[src/rtl/row_conf_ctrl.sv]
// Row configuration controller: shadow/active config banks for one PE row
// plus the IDLE/SWAP/RUN/DONE sequencer that commits and runs them.
module row_conf_ctrl #(
  parameter int PE_NUM     = 12,
  parameter int CONF_ALU_W = 4,
  parameter int CONF_SEL_W = 3,
  parameter int CONF_SE_W  = 3,
  parameter int LEN_W      = 16
) (
  input  logic                           clk,
  input  logic                           rst_n,
  input  logic                           cfg_valid,
  output logic                           cfg_ready,
  input  logic [3:0]                     cfg_pe,
  input  logic [1:0]                     cfg_field,
  input  logic [3:0]                     cfg_data,
  input  logic                           start,
  input  logic [LEN_W-1:0]               run_len,
  input  logic                           abort,
  output logic [PE_NUM*CONF_ALU_W-1:0]   conf_alu,
  output logic [PE_NUM*CONF_SEL_W-1:0]   conf_sel_a,
  output logic [PE_NUM*CONF_SEL_W-1:0]   conf_sel_b,
  output logic [PE_NUM*CONF_SE_W-1:0]    conf_se,
  output logic                           run_en,
  output logic                           busy,
  output logic                           done,
  output logic                           err
);

  typedef enum logic [1:0] {
    ST_IDLE,
    ST_SWAP,
    ST_RUN,
    ST_DONE
  } state_t;

  localparam int ALU_T = PE_NUM * CONF_ALU_W;
  localparam int SEL_T = PE_NUM * CONF_SEL_W;
  localparam int SE_T  = PE_NUM * CONF_SE_W;

  // PE column limit widened by one bit so PE_NUM=16 still compares cleanly
  localparam logic [4:0] PE_LIM = 5'(PE_NUM);

  state_t state;
  state_t state_nx;

  logic [LEN_W-1:0] cnt;

  logic [ALU_T-1:0] sh_alu;
  logic [SEL_T-1:0] sh_sel_a;
  logic [SEL_T-1:0] sh_sel_b;
  logic [SE_T-1:0]  sh_se;

  logic wr_acc;
  logic wr_bad;
  logic wr_ok;
  logic start_acc;
  logic cnt_last;
  logic cnt_zero;

  assign cfg_ready = (state != ST_SWAP);
  assign run_en    = (state == ST_RUN);
  assign busy      = (state != ST_IDLE);
  assign done      = (state == ST_DONE);

  assign wr_acc    = cfg_valid && cfg_ready;
  assign wr_bad    = wr_acc && ({1'b0, cfg_pe} >= PE_LIM);
  assign wr_ok     = wr_acc && !wr_bad;

  // START is only honoured once the previous run has finished
  assign start_acc = start &&
                     ((state == ST_IDLE) || (state == ST_DONE));

  assign cnt_last  = (cnt == LEN_W'(1));
  assign cnt_zero  = (cnt == '0);

  // State register
  always_ff @(posedge clk or negedge rst_n) begin
    if (!rst_n) begin
      state <= ST_IDLE;
    end else begin
      state <= state_nx;
    end
  end

  // Next-state logic; ABORT outranks counter expiry in RUN
  always_comb begin
    state_nx = state;
    unique case (state)
      ST_IDLE: begin
        if (start_acc) begin
          state_nx = ST_SWAP;
        end
      end
      ST_SWAP: begin
        if (cnt_zero) begin
          state_nx = ST_DONE;
        end else begin
          state_nx = ST_RUN;
        end
      end
      ST_RUN: begin
        if (abort) begin
          state_nx = ST_IDLE;
        end else if (cnt_last) begin
          state_nx = ST_DONE;
        end
      end
      ST_DONE: begin
        if (start_acc) begin
          state_nx = ST_SWAP;
        end else begin
          state_nx = ST_IDLE;
        end
      end
      default: begin
        state_nx = ST_IDLE;
      end
    endcase
  end

  // Run-length counter: loaded on START, counts down through RUN
  always_ff @(posedge clk or negedge rst_n) begin
    if (!rst_n) begin
      cnt <= '0;
    end else if (start_acc) begin
      cnt <= run_len;
    end else if (state == ST_RUN) begin
      if (abort) begin
        cnt <= '0;
      end else begin
        cnt <= cnt - LEN_W'(1);
      end
    end
  end

  // Shadow bank: legal writes land here in any ready state
  always_ff @(posedge clk or negedge rst_n) begin
    if (!rst_n) begin
      sh_alu   <= '0;
      sh_sel_a <= '0;
      sh_sel_b <= '0;
      sh_se    <= '0;
    end else if (wr_ok) begin
      for (int i = 0; i < PE_NUM; i++) begin
        if (cfg_pe == 4'(i)) begin
          unique case (cfg_field)
            2'd0: sh_alu[i*CONF_ALU_W +: CONF_ALU_W] <=
                    cfg_data[CONF_ALU_W-1:0];
            2'd1: sh_sel_a[i*CONF_SEL_W +: CONF_SEL_W] <=
                    cfg_data[CONF_SEL_W-1:0];
            2'd2: sh_sel_b[i*CONF_SEL_W +: CONF_SEL_W] <=
                    cfg_data[CONF_SEL_W-1:0];
            2'd3: sh_se[i*CONF_SE_W +: CONF_SE_W] <=
                    cfg_data[CONF_SE_W-1:0];
            default: ;
          endcase
        end
      end
    end
  end

  // Active bank: whole shadow copied at the closing edge of SWAP
  always_ff @(posedge clk or negedge rst_n) begin
    if (!rst_n) begin
      conf_alu   <= '0;
      conf_sel_a <= '0;
      conf_sel_b <= '0;
      conf_se    <= '0;
    end else if (state == ST_SWAP) begin
      conf_alu   <= sh_alu;
      conf_sel_a <= sh_sel_a;
      conf_sel_b <= sh_sel_b;
      conf_se    <= sh_se;
    end
  end

  // Sticky error: a bad write in the same edge as START keeps it set
  always_ff @(posedge clk or negedge rst_n) begin
    if (!rst_n) begin
      err <= 1'b0;
    end else if (wr_bad) begin
      err <= 1'b1;
    end else if (start_acc) begin
      err <= 1'b0;
    end
  end

endmodule

[config.mk]
export PLATFORM = sky130hd
export DESIGN_NAME = row_conf_ctrl
export DESIGN_NICKNAME = d
export VERILOG_FILES = /design/src/rtl/row_conf_ctrl.sv
export SDC_FILE = /design/constraint.sdc
export NUM_CORES = 1
export LEC_CHECK = 0
export ABC_AREA = 1
export BUFFER_PORTS_ARGS = -buffer_cell sky130_fd_sc_hd__buf_4
export CAP_MARGIN = 20
export CELL_PAD_IN_SITES_DETAIL_PLACEMENT = 1
export CELL_PAD_IN_SITES_GLOBAL_PLACEMENT = 2
export CORE_MARGIN = 3
export CORE_UTILIZATION = 31
export CTS_CLUSTER_SIZE = 25
export DETAILED_ROUTE_END_ITERATION = 6
export PLACE_DENSITY = 0.81
export SLEW_MARGIN = 20
export SYNTH_ARGS = -nofsm -noshare
export SYNTH_HDL_FRONTEND = slang
export SYNTH_SLANG_ARGS = --single-unit
[constraint.sdc]
create_clock -name clk -period 1.6 [get_ports clk]
set_clock_uncertainty 0.15 [all_clocks]
set_input_delay 0.08 -clock clk [delete_from_list [all_inputs] [get_ports clk]]
set_output_delay 0.08 -clock clk [all_outputs]
set_load 0.02 [all_outputs]
# ---- Yosys cells after proc, flatten, opt, wreduce, memory -nomap -nowiden
# Index checks and enable logic that the tools add are counted.
dict set report classes {
  n_addsub 1
  n_lt_le_gt_ge 1
  eq_ne 21
  n_mux 11
  reduce_logical 62
}
# operator count
set ops {}
lappend ops {{3-bit AND reduction} 48}
lappend ops {{16-bit 2-to-1 mux} 3}
lappend ops {{16-bit by 1-bit == test with 1-bit output, second input constant} 1}
lappend ops {{4-bit by 3-bit == test with 1-bit output, second input constant} 4}
lappend ops {{4-bit == test, second input constant} 4}
lappend ops {{16-bit zero test} 1}
lappend ops {{16-bit by 1-bit subtractor with 16-bit output, second input constant} 1}
lappend ops {{2-bit == test, second input constant} 4}
lappend ops {{4-bit by 2-bit == test with 1-bit output, second input constant} 2}
lappend ops {{2-bit one-hot mux with 4 select lines} 1}
lappend ops {{2-bit 2-to-1 mux} 3}
lappend ops {{2-bit nonzero test} 3}
lappend ops {{2-bit by 1-bit == test with 1-bit output, second input constant} 2}
lappend ops {{4-bit by 1-bit == test with 1-bit output, second input constant} 1}
lappend ops {{4-bit >= comparator, second input constant} 1}
lappend ops {{1-bit logical AND} 4}
lappend ops {{2-bit zero test} 2}
lappend ops {{4-bit zero test} 1}
lappend ops {{1-bit 2-to-1 mux} 4}
lappend ops {{3-bit by 2-bit != test with 1-bit output, second input constant} 1}
lappend ops {{2-bit by 1-bit != test with 1-bit output, second input constant} 1}
lappend ops {{2-bit != test, second input constant} 1}
lappend ops {{2-bit AND reduction} 1}
lappend ops {{1-bit zero test} 1}
lappend ops {{1-bit logical OR} 1}
dict set report totals {
  ff_bits 331
  in_bits 31
  output_inout_bits 161
  word_cells 151
}

# ---- Depth between registers and ports, before layout
dict set report logic_depth {
  depth_word 6
  depth_mapped 10
}

# ---- Worst setup path before layout
# OpenSTA, ideal clock, no wires.
dict set report synth_timing {
  path_type {register -> register}
  startpoint {register state[1]}
  endpoint {register sh_alu[40]}
  arrival_ns 1.511
  required_time_ns 1.317
  slack_ns -0.195
  path_stages_with_launch 11
  n_path_buf 2
  synth_period_minus_slack_ns 1.795
  path_cell_list {dfrtp_1 > inv_1 > ha_1 > buf_2 > clkinv_2 > nand2_4 > nor2_2 > buf_4 > nand3_1 > nand2_1 > o21ai_0}
}
dict set report synth_between {
  elab_chain_len 6
}
# item line_no
set synth_lines {}
lappend synth_lines {{start, declared} 44} ;# state_t state;
lappend synth_lines {{start signal, assigned} 82} ;# state <= state_nx;
lappend synth_lines {{2-bit by 1-bit != test with 1-bit output (*)} 61} ;# assign cfg_ready = (state != ST_SWAP);
lappend synth_lines {{1-bit logical AND (*)} 66} ;# assign wr_acc = cfg_valid && cfg_ready;
lappend synth_lines {{1-bit logical AND} 67} ;# assign wr_bad = wr_acc && ({1'b0, cfg_pe} >= PE_LIM);
lappend synth_lines {{1-bit zero test} 68} ;# assign wr_ok = wr_acc && !wr_bad;
lappend synth_lines {{1-bit logical AND (*)} 68}
lappend synth_lines {{3-bit AND reduction (no line) (*)} -}
lappend synth_lines {{end signal, assigned by index} 148} ;# 2'd0: sh_alu[i*CONF_ALU_W +: CONF_ALU_W] <=
lappend synth_lines {{end, declared} 49} ;# logic [ALU_T-1:0] sh_alu;
# Mark *: on every way between the ends. The rest lies on a longest branch, timed or not.
# A chain may end at the register's enable or synchronous reset.

# ---- Final worst setup path
dict set report layout_timing {
  startpoint {register state[0]}
  endpoint {register cnt[4]}
}
dict set report layout_between {
  elab_chain_len 4
}
# item line_no
set layout_lines {}
lappend layout_lines {{2-bit == test or 2-bit zero test (tied branches)} 72} ;# ((state == ST_IDLE) || (state == ST_DONE));
lappend layout_lines {{1-bit logical OR} 72}
lappend layout_lines {{1-bit logical AND} 71} ;# assign start_acc = start &&
lappend layout_lines {{16-bit 2-to-1 mux or 2-bit nonzero test (tied branches)} -}
lappend layout_lines {{end signal, assigned} 127} ;# cnt <= run_len;
lappend layout_lines {{end signal, assigned} 132} ;# cnt <= cnt - LEN_W'(1);
lappend layout_lines {{end, declared} 47} ;# logic [LEN_W-1:0] cnt;
# Several ways; a longest one is shown, not always the timed one.

==> impl_metrics.json <==
{
  "antenna_found_initial": 1,
  "cts-htree-levels": 2,
  "crit_family": "buffers and inverters",
  "synth_edf_count": 0,
  "final_cell_mix": "nand2_1 (555), dfrtp_1 (330), buf_4 (225)",
  "place_inst": 2170,
  "drt_iter0_markers": 566,
  "hpwl_mm": 25.7,
  "hold_viol_final": 0,
  "final_common_cell": "nand2_1",
  "fin_crit_ns": 1.92,
  "r2r-start": "state[0]",
  "met3_usage_pct": 3.02,
  "worstSkewPairLatency_ns": 0.54,
  "crit_path_max_fanout": 4,
  "io_pins": 192,
  "drtPass1Iterations": 4,
  "drc": 0,
  "regArea_um2": 8280,
  "cts_buffer_depth": 3,
  "clk_pin_slew_ns": 0.06,
  "final-setup-viol-count": 320,
  "synth_area_leader_cell": "dfrtp_1",
  "port_buffers": 191,
  "grt_pass1_wl_mm": 69.9,
  "synthCells": 1439,
  "slew_headroom_pct": 62.4,
  "vias_per_cell": 4.82,
  "busiest_layer": "met2",
  "slew_violations": 0,
  "fp.dieH_um": 211,
  "violations": "negative setup slack",
  "cp.required_ns": 1.86,
  "synth_simple_gate_area_share_pct": 25.3,
  "worst_pin_slew_ns": 0.564,
  "cp-startpoint": "state[0]",
  "power_leakage_nw": 9.75,
  "grt_setup_unrepaired": "yes",
  "path_common_cell": "buf_6",
  "synth_top_area_share_pct": 63.7,
  "synth_top_family_by_area": "simple AND/OR/NAND/NOR gates",
  "synth_compound_area_share_pct": 7.00,
  "synth-adder-area-share_pct": 0.673,
  "yosys-mux-area-fraction_pct": 0,
  "core-area_um2": 41100,
  "netlist_area_um2": 13000,
  "synth_xor_area_share_pct": 0,
  "ys.warnings.count": 0,
  "drive_above_1_share_pct": 37.7,
  "synth-seq-cells": 331,
  "finalNetCount": 1807,
  "start_util_pct": 31.6,
  "worstSetupPathType": "flip-flop to flip-flop",
  "fillerInstances": 4547,
  "ir_drop_uv": 963,
  "grtUsageMet2_pct": 33.8,
  "critPathSlowestCell": "dfrtp_2",
  "final_cell_area_um2": 19800,
  "place_area_um2": 16100,
  "die_area_um2": 44400,
  "endpoint_kind": "flip-flop",
  "core.rowCount": 74,
  "cts_root_buf": "clkbuf_16",
  "multiInputGateArea_um2": 5640,
  "routed_wl_mm": 49.4,
  "cts.sinks": 331,
  "use_met1_pct": 27.0,
  "fin_crit_sh_pct": 120,
  "ys_seq_area_share_pct": 63.7,
  "final_cells": 2328,
  "vias": 11211,
  "dieWidth_um": 211,
  "crit_path_start_kind": "flip-flop",
  "grt-ovfl-total": 0,
  "crit_arrival_ns": 2.18,
  "worst-path-buf-inv": 5,
  "synth_area_per_cell_um2": 9.04,
  "hold_class": "input pin to asynchronous set/reset pin",
  "cts_buffers": 39,
  "clock.fmax_ghz": 0.522,
  "grt_pass1_vias": 12153,
  "synth_nets": 1477,
  "cts_tree": "yes",
  "fin_ws_ns": -0.317,
  "outcome": "finished with violations",
  "drv_cap": 0,
  "grtUsageTotal_pct": 20.1,
  "synthFlopType": "dfrtp_1",
  "powerDensity_nw_per_um2": 2030,
  "worst_hold_slack_ns": 0.0225,
  "ant_nets": 0,
  "synth_area_leaders": "dfrtp_1 (64%), nand2_1 (20%), o21ai_0 (6.3%)",
  "path_cells": "inv_2, buf_6, ha_4, clkinvlp_4, buf_6, o21ai_4, buf_6, a21oi_2, o21ai_1, nand2_1",
  "wl_per_cell_um": 21.2,
  "synthDistinctLibCells": 29,
  "grt_max_degree": 89,
  "area_growth_pct": 52.5,
  "globalplace.congestion": 0.771,
  "slowest_delay_ns": 0.45,
  "synth-async-reset-ratio_pct": 100
}
metrics by stage:
stage	power (mW)	util [%]	setup slack [ns]	TNS, ns
3_5_place_dp	25.8	39.1	-0.287	-36.13
3_3_place_gp	25.4	39.1	-0.181	-21.62
2_1_floorplan	19.6	-	-0.139	-13.15
5_1_grt	42.6	48.3	-0.398	-66.63
6_report	40.3	48.3	-0.317	-45.50
4_1_cts	37.3	45.2	-0.288	-43.84
worst paths after layout:
kind	end	slack, ns	cells past startpoint
max in group asynchronous	conf_sel_b[26]	0.44	4
worst max-delay path	cnt[4]	-0.32	10
min in group clk	cnt[5]	0.16	4
worst max register to register	cnt[4]	-0.32	10
worst min-delay path	conf_sel_b[17]	0.02	3
worst min register to register	conf_sel_a[19]	0.32	2
layout make-up:
| class | count | share of cell area [%] |
|---|---|---|
| diodes | 1 | 0.0126 |
| multi-input cells | 1003 | 28.4 |
| repair buffers | 353 | 19.2 |
| clock buffers | 55 | 5.58 |
| inverters | 41 | 0.889 |
| clock inverters | 12 | 0.757 |
| flip-flops and latches | 331 | 41.8 |
| well taps | 532 | 3.36 |
sequential cells by signal, indices dropped and copies added (netlist names):
register and count:
cnt 16, conf_alu 48, conf_se 36, conf_sel_a 36, conf_sel_b 36, err 1, sh_alu 48, sh_se 36
sh_sel_a 36, sh_sel_b 36, state 2
per-layer routing:
| metal | wire, um | vias up |
|---|---|---|
| met5 | 0 | - |
| met4 | 1170 | 0 |
| met3 | 1870 | 65 |
| met2 | 24200 | 184 |
| met1 | 22200 | 5691 |
| li1 | - | 5271 |
cell usage after synthesis, drive strengths merged, types with 2 or more instances:
master / number
inv: 40
nand3: 70
dfrtp: 331
o21bai: 2
o21ai: 166
nand3b: 2
buf: 16
a21oi: 7
clkbuf: 48
nand2: 701
nor2: 39
ha: 7
nor3: 2
nand4: 2
power breakdown:
| group | leakage (nW) | switching, mW | total [mW] | internal (mW) |
|---|---|---|---|---|
| clock network | 0.609 | 3.58 | 8.88 | 5.30 |
| logic | 4.68 | 10.2 | 18.2 | 8.05 |
| registers | 4.46 | 2.09 | 13.2 | 11.1 |
tightest hold or removal path, stage by stage:
cell and delay (ns):
dlygate4sd3_1 0.56, buf_8 0.16, buf_12 0.30
repair_timing:
action	CTS	global route
setup endpoints to repair	326	334
hold endpoints to repair	506	0
pin swaps	144	153
gates cloned	8	25
hold buffers	31	0
setup buffers	20	12
resized for setup	288	229
logic make-up (layout without fill, tap and decap cells):
| logic type | Yosys count | in the layout |
|---|---|---|
| and+or+nand+nor | 817 | 817 |
| DFF | 331 | 331 |
| AOI/OAI and AO/OA | 179 | 179 |
| buffers and inverters | 105 | 461 |
| adders and majority gates | 7 | 7 |
| other | 0 | 1 |
No activity file was read; power rests on OpenSTA's default activity.
